--- config.mk ---
export PLATFORM = sky130hd
export DESIGN_NAME = mux_2to1_rr_stage
export DESIGN_NICKNAME = d
export VERILOG_FILES = /design/src/rtl/mux_2to1_rr_stage_pkg.sv /design/src/rtl/mux_2to1_rr_stage_mux.sv /design/src/rtl/mux_2to1_rr_stage.sv
export SDC_FILE = /design/constraint.sdc
export NUM_CORES = 1
export LEC_CHECK = 0
export CAP_MARGIN = 20
export CORE_UTILIZATION = 38
export CTS_CLUSTER_SIZE = 30
export DETAILED_ROUTE_END_ITERATION = 8
export PLACE_DENSITY = 0.72
export SLEW_MARGIN = 20
export SYNTH_ARGS = -nofsm -noshare
export SYNTH_HDL_FRONTEND = slang
export SYNTH_SLANG_ARGS = --single-unit
--- constraint.sdc ---
create_clock -name clk -period 1.19 [get_ports clk]
set_input_delay 0.238 -clock clk [delete_from_list [all_inputs] [get_ports clk]]
set_output_delay 0.238 -clock clk [all_outputs]
set_load 0.005 [all_outputs]
--- src/rtl/mux_2to1_rr_stage_pkg.sv ---
// Shared constants and types for the round-robin 2:1 mux front end.
package mux_2to1_rr_stage_pkg;

    localparam logic SEL_A = 1'b0;
    localparam logic SEL_B = 1'b1;

    localparam int DEF_W  = 4;
    localparam int DEF_CW = 8;

    typedef enum logic {
        EMPTY = 1'b0,
        FULL  = 1'b1
    } ostate_t;

endpackage

--- src/rtl/mux_2to1_rr_stage_mux.sv ---
// Behavioural if-style 2:1 data mux; sel = 1 picks b.
module mux_2to1_4bit_b_if #(
    parameter int W = 4
) (
    input  logic [W-1:0] a,
    input  logic [W-1:0] b,
    input  logic         sel,
    output logic [W-1:0] y
);

    always_comb begin
        if (sel) y = b;
        else     y = a;
    end

endmodule

--- src/rtl/mux_2to1_rr_stage.sv ---
// Round-robin arbiter for two valid/ready channels feeding a one-deep output register.
// state | meaning
// EMPTY | output register holds no unconsumed word
// FULL  | out holds a word waiting for out_ready
module mux_2to1_rr_stage
    import mux_2to1_rr_stage_pkg::*;
#(
    parameter int W  = DEF_W,
    parameter int CW = DEF_CW
) (
    input  logic          clk,
    input  logic          reset,
    input  logic [W-1:0]  a,
    input  logic          a_valid,
    output logic          a_ready,
    input  logic [W-1:0]  b,
    input  logic          b_valid,
    output logic          b_ready,
    output logic          sel,
    output logic [W-1:0]  out,
    output logic          out_valid,
    input  logic          out_ready,
    output logic [CW-1:0] cnt_a,
    output logic [CW-1:0] cnt_b
);

    ostate_t       state_q, state_d;
    logic          last_q;
    logic          load_en;
    logic          accept;
    logic [W-1:0]  mux_y;
    logic [W-1:0]  out_q;
    logic [CW-1:0] cnt_a_q, cnt_b_q;

    assign load_en = (state_q == EMPTY) || out_ready;
    assign accept  = load_en && (a_valid || b_valid);

    // last resets to B so that A wins the first tie
    always_comb begin
        sel = SEL_A;
        if (a_valid && b_valid) sel = ~last_q;
        else if (b_valid)       sel = SEL_B;
    end

    mux_2to1_4bit_b_if #(.W(W)) u_mux (
        .a   (a),
        .b   (b),
        .sel (sel),
        .y   (mux_y)
    );

    always_ff @(posedge clk) begin
        if (reset) state_q <= EMPTY;
        else       state_q <= state_d;
    end

    always_comb begin
        state_d = state_q;
        case (state_q)
            EMPTY: if (accept) state_d = FULL;
            FULL: begin
                if (accept)         state_d = FULL;
                else if (out_ready) state_d = EMPTY;
            end
            default: state_d = EMPTY;
        endcase
    end

    always_comb begin
        out_valid = (state_q == FULL);
        a_ready   = accept && (sel == SEL_A);
        b_ready   = accept && (sel == SEL_B);
    end

    always_ff @(posedge clk) begin
        if (reset) begin
            out_q   <= '0;
            last_q  <= SEL_B;
            cnt_a_q <= '0;
            cnt_b_q <= '0;
        end else if (accept) begin
            out_q  <= mux_y;
            last_q <= sel;
            if (sel == SEL_B) cnt_b_q <= cnt_b_q + CW'(1);
            else              cnt_a_q <= cnt_a_q + CW'(1);
        end
    end

    assign out   = out_q;
    assign cnt_a = cnt_a_q;
    assign cnt_b = cnt_b_q;

endmodule

# Word level (Yosys, flattened, before mapping)
# Index checks and enable logic that the tools add are counted.
dict set report classes {
  add_sub_neg 2
  n_mux 7
  bitwise_logic 3
  n_reduce_logical 8
}
# operator n
set ops {}
lappend ops {{$add A8 B1 Y8 const B} 2}
lappend ops {{$mux W1} 5}
lappend ops {{$logic_and A1 B1 Y1} 4}
lappend ops {{$mux W4} 1}
lappend ops {{$reduce_and A2 Y1} 2}
lappend ops {{$not A1 Y1} 3}
lappend ops {{$logic_or A1 B1 Y1} 2}
lappend ops {{$pmux W1 S2} 1}
dict set report totals {
  regBits 22
  input_bits 13
  wordCells 25
}

# Logic depth before layout (Yosys ltp)
dict set report logic_depth {
  depth_word 5
  mapped_depth 6
}

# Modules after synthesis
# A second synthesis with hierarchy kept.
dict set report unflattened {
  cells_unflattened 117
  area_unflattened_um2 1016.0
}
# module n_inst cells_per_inst area_each_um2
set by_module_without_submodules {}
lappend by_module_without_submodules {mux_2to1_rr_stage 1 113 970.9}
lappend by_module_without_submodules {mux_2to1_4bit_b_if 1 4 45.0}

# Worst setup path after synthesis
# No wires, ideal clock.
dict set report synth_timing {
  path_type {register to register}
  start {reg cnt_a_q[3], in the netlist cnt_a[3]}
  end {reg cnt_a_q[7], in the netlist cnt_a[7]}
  setup_ps 71
  arrival_ps 1238
  required_ps 1119
  setup_slack_ps -118
  path_stages_with_launch 5
  path_buffers 0
  period_less_slack_ps 1308
  cell_sequence {dfxtp_1 > nand4_1 > or2_0 > or4_1 > a21oi_1}
}
dict set report synth_between {
  elab_chain_cells 1
}
# element line
set synth_rtl {}
lappend synth_rtl {{start: declaration} mux_2to1_rr_stage.sv:33} ;# logic [CW-1:0] cnt_a_q, cnt_b_q;
lappend synth_rtl {{start signal: assignment} mux_2to1_rr_stage.sv:85} ;# else cnt_a_q <= cnt_a_q + CW'(1);
lappend synth_rtl {{$add A8 B1 Y8} mux_2to1_rr_stage.sv:85}
# Every way passes these cells.
# A chain may end at the register's enable or synchronous reset.

# Worst setup path after layout
dict set report layout_timing {
  start {reg last_q}
  end {reg cnt_a_q[3], in the netlist cnt_a[3]}
}
dict set report layout_between {
  elab_chain_cells 4
}
# element line
set layout_rtl {}
lappend layout_rtl {{start: declaration} mux_2to1_rr_stage.sv:28} ;# logic last_q;
lappend layout_rtl {{start signal: assignment} mux_2to1_rr_stage.sv:83} ;# last_q <= sel;
lappend layout_rtl {{$not A1 Y1} mux_2to1_rr_stage.sv:41} ;# if (a_valid && b_valid) sel = ~last_q;
lappend layout_rtl {{$mux W1} mux_2to1_rr_stage.sv:41}
lappend layout_rtl {{$not A1 Y1 (no source line)} -}
lappend layout_rtl {{$reduce_and A2 Y1 (no source line)} -}
# Every way passes these cells.

==> impl_results.html <==
<table>
<tr><th>Metric</th><th>Value</th></tr>
<tr><th colspan="2">Clock network</th></tr>
<tr><td>Number of buffers added by the clock tree synthesis step</td><td>3</td></tr>
<tr><td>CTS tree</td><td>built</td></tr>
<tr><td>CTS H-tree lvls</td><td>1</td></tr>
<tr><td>Root buffer cell</td><td>sky130_fd_sc_hd__clkbuf_4</td></tr>
<tr><td>Buffer levels on the longest clock path</td><td>2</td></tr>
<tr><td>TritonCTS Sinks</td><td>22</td></tr>
<tr><td>Clock latency reported for the late side of the worst-skew pair</td><td>0.31 ns</td></tr>
<tr><td>Clock input transition at the sequential cells of the worst setup and hold paths</td><td>0.13 ns</td></tr>
<tr><td>Cts hold-fix bufs</td><td>0</td></tr>
<tr><th colspan="2">Logic synthesis</th></tr>
<tr><td>Top_reg_cell synth</td><td>sky130_fd_sc_hd__dfxtp_1</td></tr>
<tr><td>Largest cells by area after synthesis</td><td>sky130_fd_sc_hd__dfxtp_1 (46%), sky130_fd_sc_hd__nor2_1 (5.8%), sky130_fd_sc_hd__xnor2_1 (5.4%), sky130_fd_sc_hd__a21oi_1 (4.1%), sky130_fd_sc_hd__a222oi_1 (4.1%)</td></tr>
<tr><td>Post-synthesis instance total</td><td>107</td></tr>
<tr><td>FF+latch count, synth</td><td>22</td></tr>
<tr><td>Post-Syn Area per Cell</td><td>9.04 um^2</td></tr>
<tr><td>Number of enable flip-flop cells after synthesis</td><td>0</td></tr>
<tr><td>Cell type with the largest total area after synthesis</td><td>sky130_fd_sc_hd__dfxtp_1</td></tr>
<tr><td>Mapped Nets</td><td>122</td></tr>
<tr><td>Post-synth design cell area</td><td>967 um^2</td></tr>
<tr><td>Total of warnings raised by yosys</td><td>0</td></tr>
<tr><td>Fraction of post-synthesis cell area in the top cell type by area</td><td>45.5%</td></tr>
<tr><td>Sequential-to-total area share from yosys stat</td><td>45.5%</td></tr>
<tr><td>Share of synthesized flip-flops with an asynchronous set or reset</td><td>0%</td></tr>
<tr><td>Netlist cell types</td><td>29</td></tr>
<tr><th colspan="2">Setup path</th></tr>
<tr><td>Crit path arrival time</td><td>1.71 ns</td></tr>
<tr><td>Capturing element type of the critical path</td><td>register</td></tr>
<tr><td>Worst Reg2Reg Path Length in Cells</td><td>5</td></tr>
<tr><td>Worst r2r dst</td><td>cnt_a[3]$_SDFFE_PP0P_</td></tr>
<tr><td>Endpoint of the most critical setup path</td><td>cnt_a[3]$_SDFFE_PP0P_</td></tr>
<tr><td>CP Class</td><td>register to register</td></tr>
<tr><td>Register-to-register setup slack</td><td>-0.27 ns</td></tr>
<tr><td>Crit path max fanout</td><td>4</td></tr>
<tr><td>Source of the critical timing path</td><td>last_q$_SDFFE_PP1P_</td></tr>
<tr><td>Nature of the critical path startpoint</td><td>register</td></tr>
<tr><td>Endpoint required time on the critical path</td><td>1.44 ns</td></tr>
<tr><td>Startpoint of the most critical register-to-register path</td><td>last_q$_SDFFE_PP1P_</td></tr>
<tr><th colspan="2">STA</th></tr>
<tr><td>Final Skew</td><td>0.00493 ns</td></tr>
<tr><td>Unrepaired setup endpoints after global routing</td><td>yes</td></tr>
<tr><td>Transition at the pin with the smallest max-transition slack</td><td>0.400 ns</td></tr>
<tr><td>Relative slew slack</td><td>73.1%</td></tr>
<tr><td>Final critical delay including setup and external delays</td><td>1.46 ns</td></tr>
<tr><td># setup viols final</td><td>19</td></tr>
<tr><td>Share of the clock period used by the worst path after layout</td><td>122%</td></tr>
<tr><td>Final-layout setup total negative slack</td><td>-3.07 ns</td></tr>
<tr><td>Maximum clock rate</td><td>687 MHz</td></tr>
<tr><td>Final worst-path setup slack</td><td>-0.266 ns</td></tr>
<tr><td>Worst hold slack across all endpoints</td><td>0.517 ns</td></tr>
<tr><td>Count of endpoints failing hold in the final timing report</td><td>0</td></tr>
<tr><td>Max Transition Viols Final</td><td>0</td></tr>
<tr><th colspan="2">Cells and area</th></tr>
<tr><td>Antenna cell count</td><td>0</td></tr>
<tr><td>Fraction of layout cells with a size suffix above 1</td><td>54.2%</td></tr>
<tr><td>Commonest non-fill, non-tap cells in the layout</td><td>sky130_fd_sc_hd__buf_4 (32), sky130_fd_sc_hd__dfxtp_2 (20), sky130_fd_sc_hd__dlygate4sd2_1 (16)</td></tr>
<tr><td>Most frequent standard cell in the layout excluding fill and tap cells</td><td>sky130_fd_sc_hd__buf_4</td></tr>
<tr><td>NumNets Final</td><td>206</td></tr>
<tr><td>Finished Core Util</td><td>84.4%</td></tr>
<tr><td>Layout overhead on the synthesized area</td><td>101%</td></tr>
<tr><th colspan="2">Floorplan</th></tr>
<tr><td>Site Rows</td><td>17</td></tr>
<tr><td>Die width</td><td>52.5 um</td></tr>
<tr><td>Die outline height</td><td>52.5 um</td></tr>
<tr><td>Count of boundary I/O pins</td><td>37</td></tr>
<tr><td>Initial core utilization</td><td>42.1%</td></tr>
<tr><td>Placeable core region</td><td>0.00230 mm^2</td></tr>
<tr><td>Die area</td><td>0.00275 mm^2</td></tr>
<tr><th colspan="2">Global route</th></tr>
<tr><td>Gr usage total</td><td>25.8%</td></tr>
<tr><td>Antenna violations before repair</td><td>0</td></tr>
<tr><td>Overflow left after global routing</td><td>0</td></tr>
<tr><td>Pin count of the biggest net entering global routing</td><td>13</td></tr>
<tr><td>Number of global-route vias before repair</td><td>1106</td></tr>
<tr><td>Wire length of the first global-routing pass</td><td>5.14 mm</td></tr>
<tr><th colspan="2">Route</th></tr>
<tr><td>Routed wirelength normalized by instance count</td><td>16.9 um</td></tr>
<tr><td>Antenna viol nets, final</td><td>0</td></tr>
<tr><td>Violation count after the first detailed-routing iteration</td><td>43</td></tr>
<tr><td>Post-DR vias/cell</td><td>5.54</td></tr>
<tr><td>Final wirelength</td><td>3.69 mm</td></tr>
<tr><td>Total vias in the final route</td><td>1208</td></tr>
<tr><td>First-pass DRT Iterations</td><td>7</td></tr>
<tr><td>DRC viols</td><td>0</td></tr>
<tr><th colspan="2">Power</th></tr>
<tr><td>Peak supply drop</td><td>0.799 mV</td></tr>
<tr><td>Power density normalized to cell area</td><td>844 mW/mm^2</td></tr>
<tr><td>Reported leakage power</td><td>0.891 nW</td></tr>
<tr><th colspan="2">Job</th></tr>
<tr><td>Number of maximum-capacitance violations</td><td>0</td></tr>
<tr><th colspan="2">Placed design</th></tr>
<tr><td>I/O Buffers</td><td>36</td></tr>
<tr><td>Final Wtd Congestion</td><td>0.813</td></tr>
<tr><td>Half-perimeter wire length after placement</td><td>1.94 mm</td></tr>
<tr><th colspan="2">Status</th></tr>
<tr><td>Outcome</td><td>finished, violations left</td></tr>
<tr><td>Failing checks</td><td>setup timing</td></tr>
<tr><th colspan="2">Min path</th></tr>
<tr><td>Hold Path Class</td><td>primary input to register</td></tr>
</table>
[report_power, final]
part,internal (W),switching (W)
clock,0.000187,0.000246
sequential,0.000766,0.0000185
combinational,0.000239,0.000180
[Yosys cell counts, drive strengths merged, types with 3 or more instances]
master  number
dfxtp       22
nor2        16
a21oi        8
nand2        7
xnor2        6
nand4        5
a222oi       4
inv          4
nand3        4
o21ai        4
o31ai        3
or4          3
xor2         3
[metal layers]
metal	vias to the layer above	part of all wire (%)	global-route usage, %
met4	0	2.0	8.33
met3	13	7.5	3.77
met1	575	39	31.5
li1	555	-	-
met2	65	51	45.8
met5	-	0	0
[area by class of cell]
type	count	area, um^2
Tap cell	28	35.0
Multi-Input combinational cell	78	634
Inverter	4	30.0
Sequential cell	22	473
Clock buffer	4	36.3
Fill cell	133	358
Timing Repair Buffer	82	731
[how the worst min path moves through the flow]
stage	endpoint	slack, ns	cells past startpoint	start
final	out_valid$_SDFF_PP0_	0.52	4	out_ready
after global routing	out_valid$_SDFF_PP0_	0.53	4	out_ready
after CTS	out_valid$_SDFF_PP0_	0.48	4	b_valid
after detailed placement	cnt_a[7]$_SDFFE_PP0P_	0.48	2	cnt_a[7]$_SDFFE_PP0P_
after global placement	cnt_a[7]$_SDFFE_PP0P_	0.46	2	cnt_a[7]$_SDFFE_PP0P_
after floorplan	cnt_a[1]$_SDFFE_PP0P_	0.31	1	reset
[timing repair]
item,CTS,global route
gates cloned,0,0
setup endpoints to repair,42,28
endpoints found under the hold margin,0,0
pin swaps,18,14
gates resized for setup,93,32
setup buffers,16,4
[state kept, by name (all words and copies together), names as in the netlist]
name and count:
cnt_a 8, last_q 1, out_valid 1, out 4
cnt_b 8
[critical path, cell delays in order, from the launching register on]
cell,delay [ns]
sky130_fd_sc_hd__dfxtp_2,0.39
sky130_fd_sc_hd__nand2b_4,0.16
sky130_fd_sc_hd__nand3_4,0.09
sky130_fd_sc_hd__buf_12,0.15
sky130_fd_sc_hd__or4_4,0.48
sky130_fd_sc_hd__a21oi_2,0.14
[per-stage QoR]
step	power [W]	instances	setup WS, ns	cell area, um^2
after floorplan	0.000909	107	-0.0803	976
after global placement	0.00109	196	-0.668	1560
after detailed placement	0.00109	196	-0.659	1560
after CTS	0.00156	215	-0.221	1810
after global routing	0.00170	218	-0.322	1940
final	0.00164	218	-0.266	1940
[cells by family (layout without fill, tap and decap cells)]
| group | count (synthesis) | count (layout) | synth area share (%) |
|---|---|---|---|
| and+or+nand+nor | 46 | 46 | 25.5 |
| DFF | 22 | 22 | 45.5 |
| AOI/OAI and AO/OA | 21 | 21 | 14.7 |
| xor gates and xnor gates | 9 | 9 | 8.15 |
| buffers and inverters | 7 | 90 | 3.49 |
| adders and majority gates | 2 | 2 | 2.59 |
Note: power is estimated with default switching activity, not from simulation.
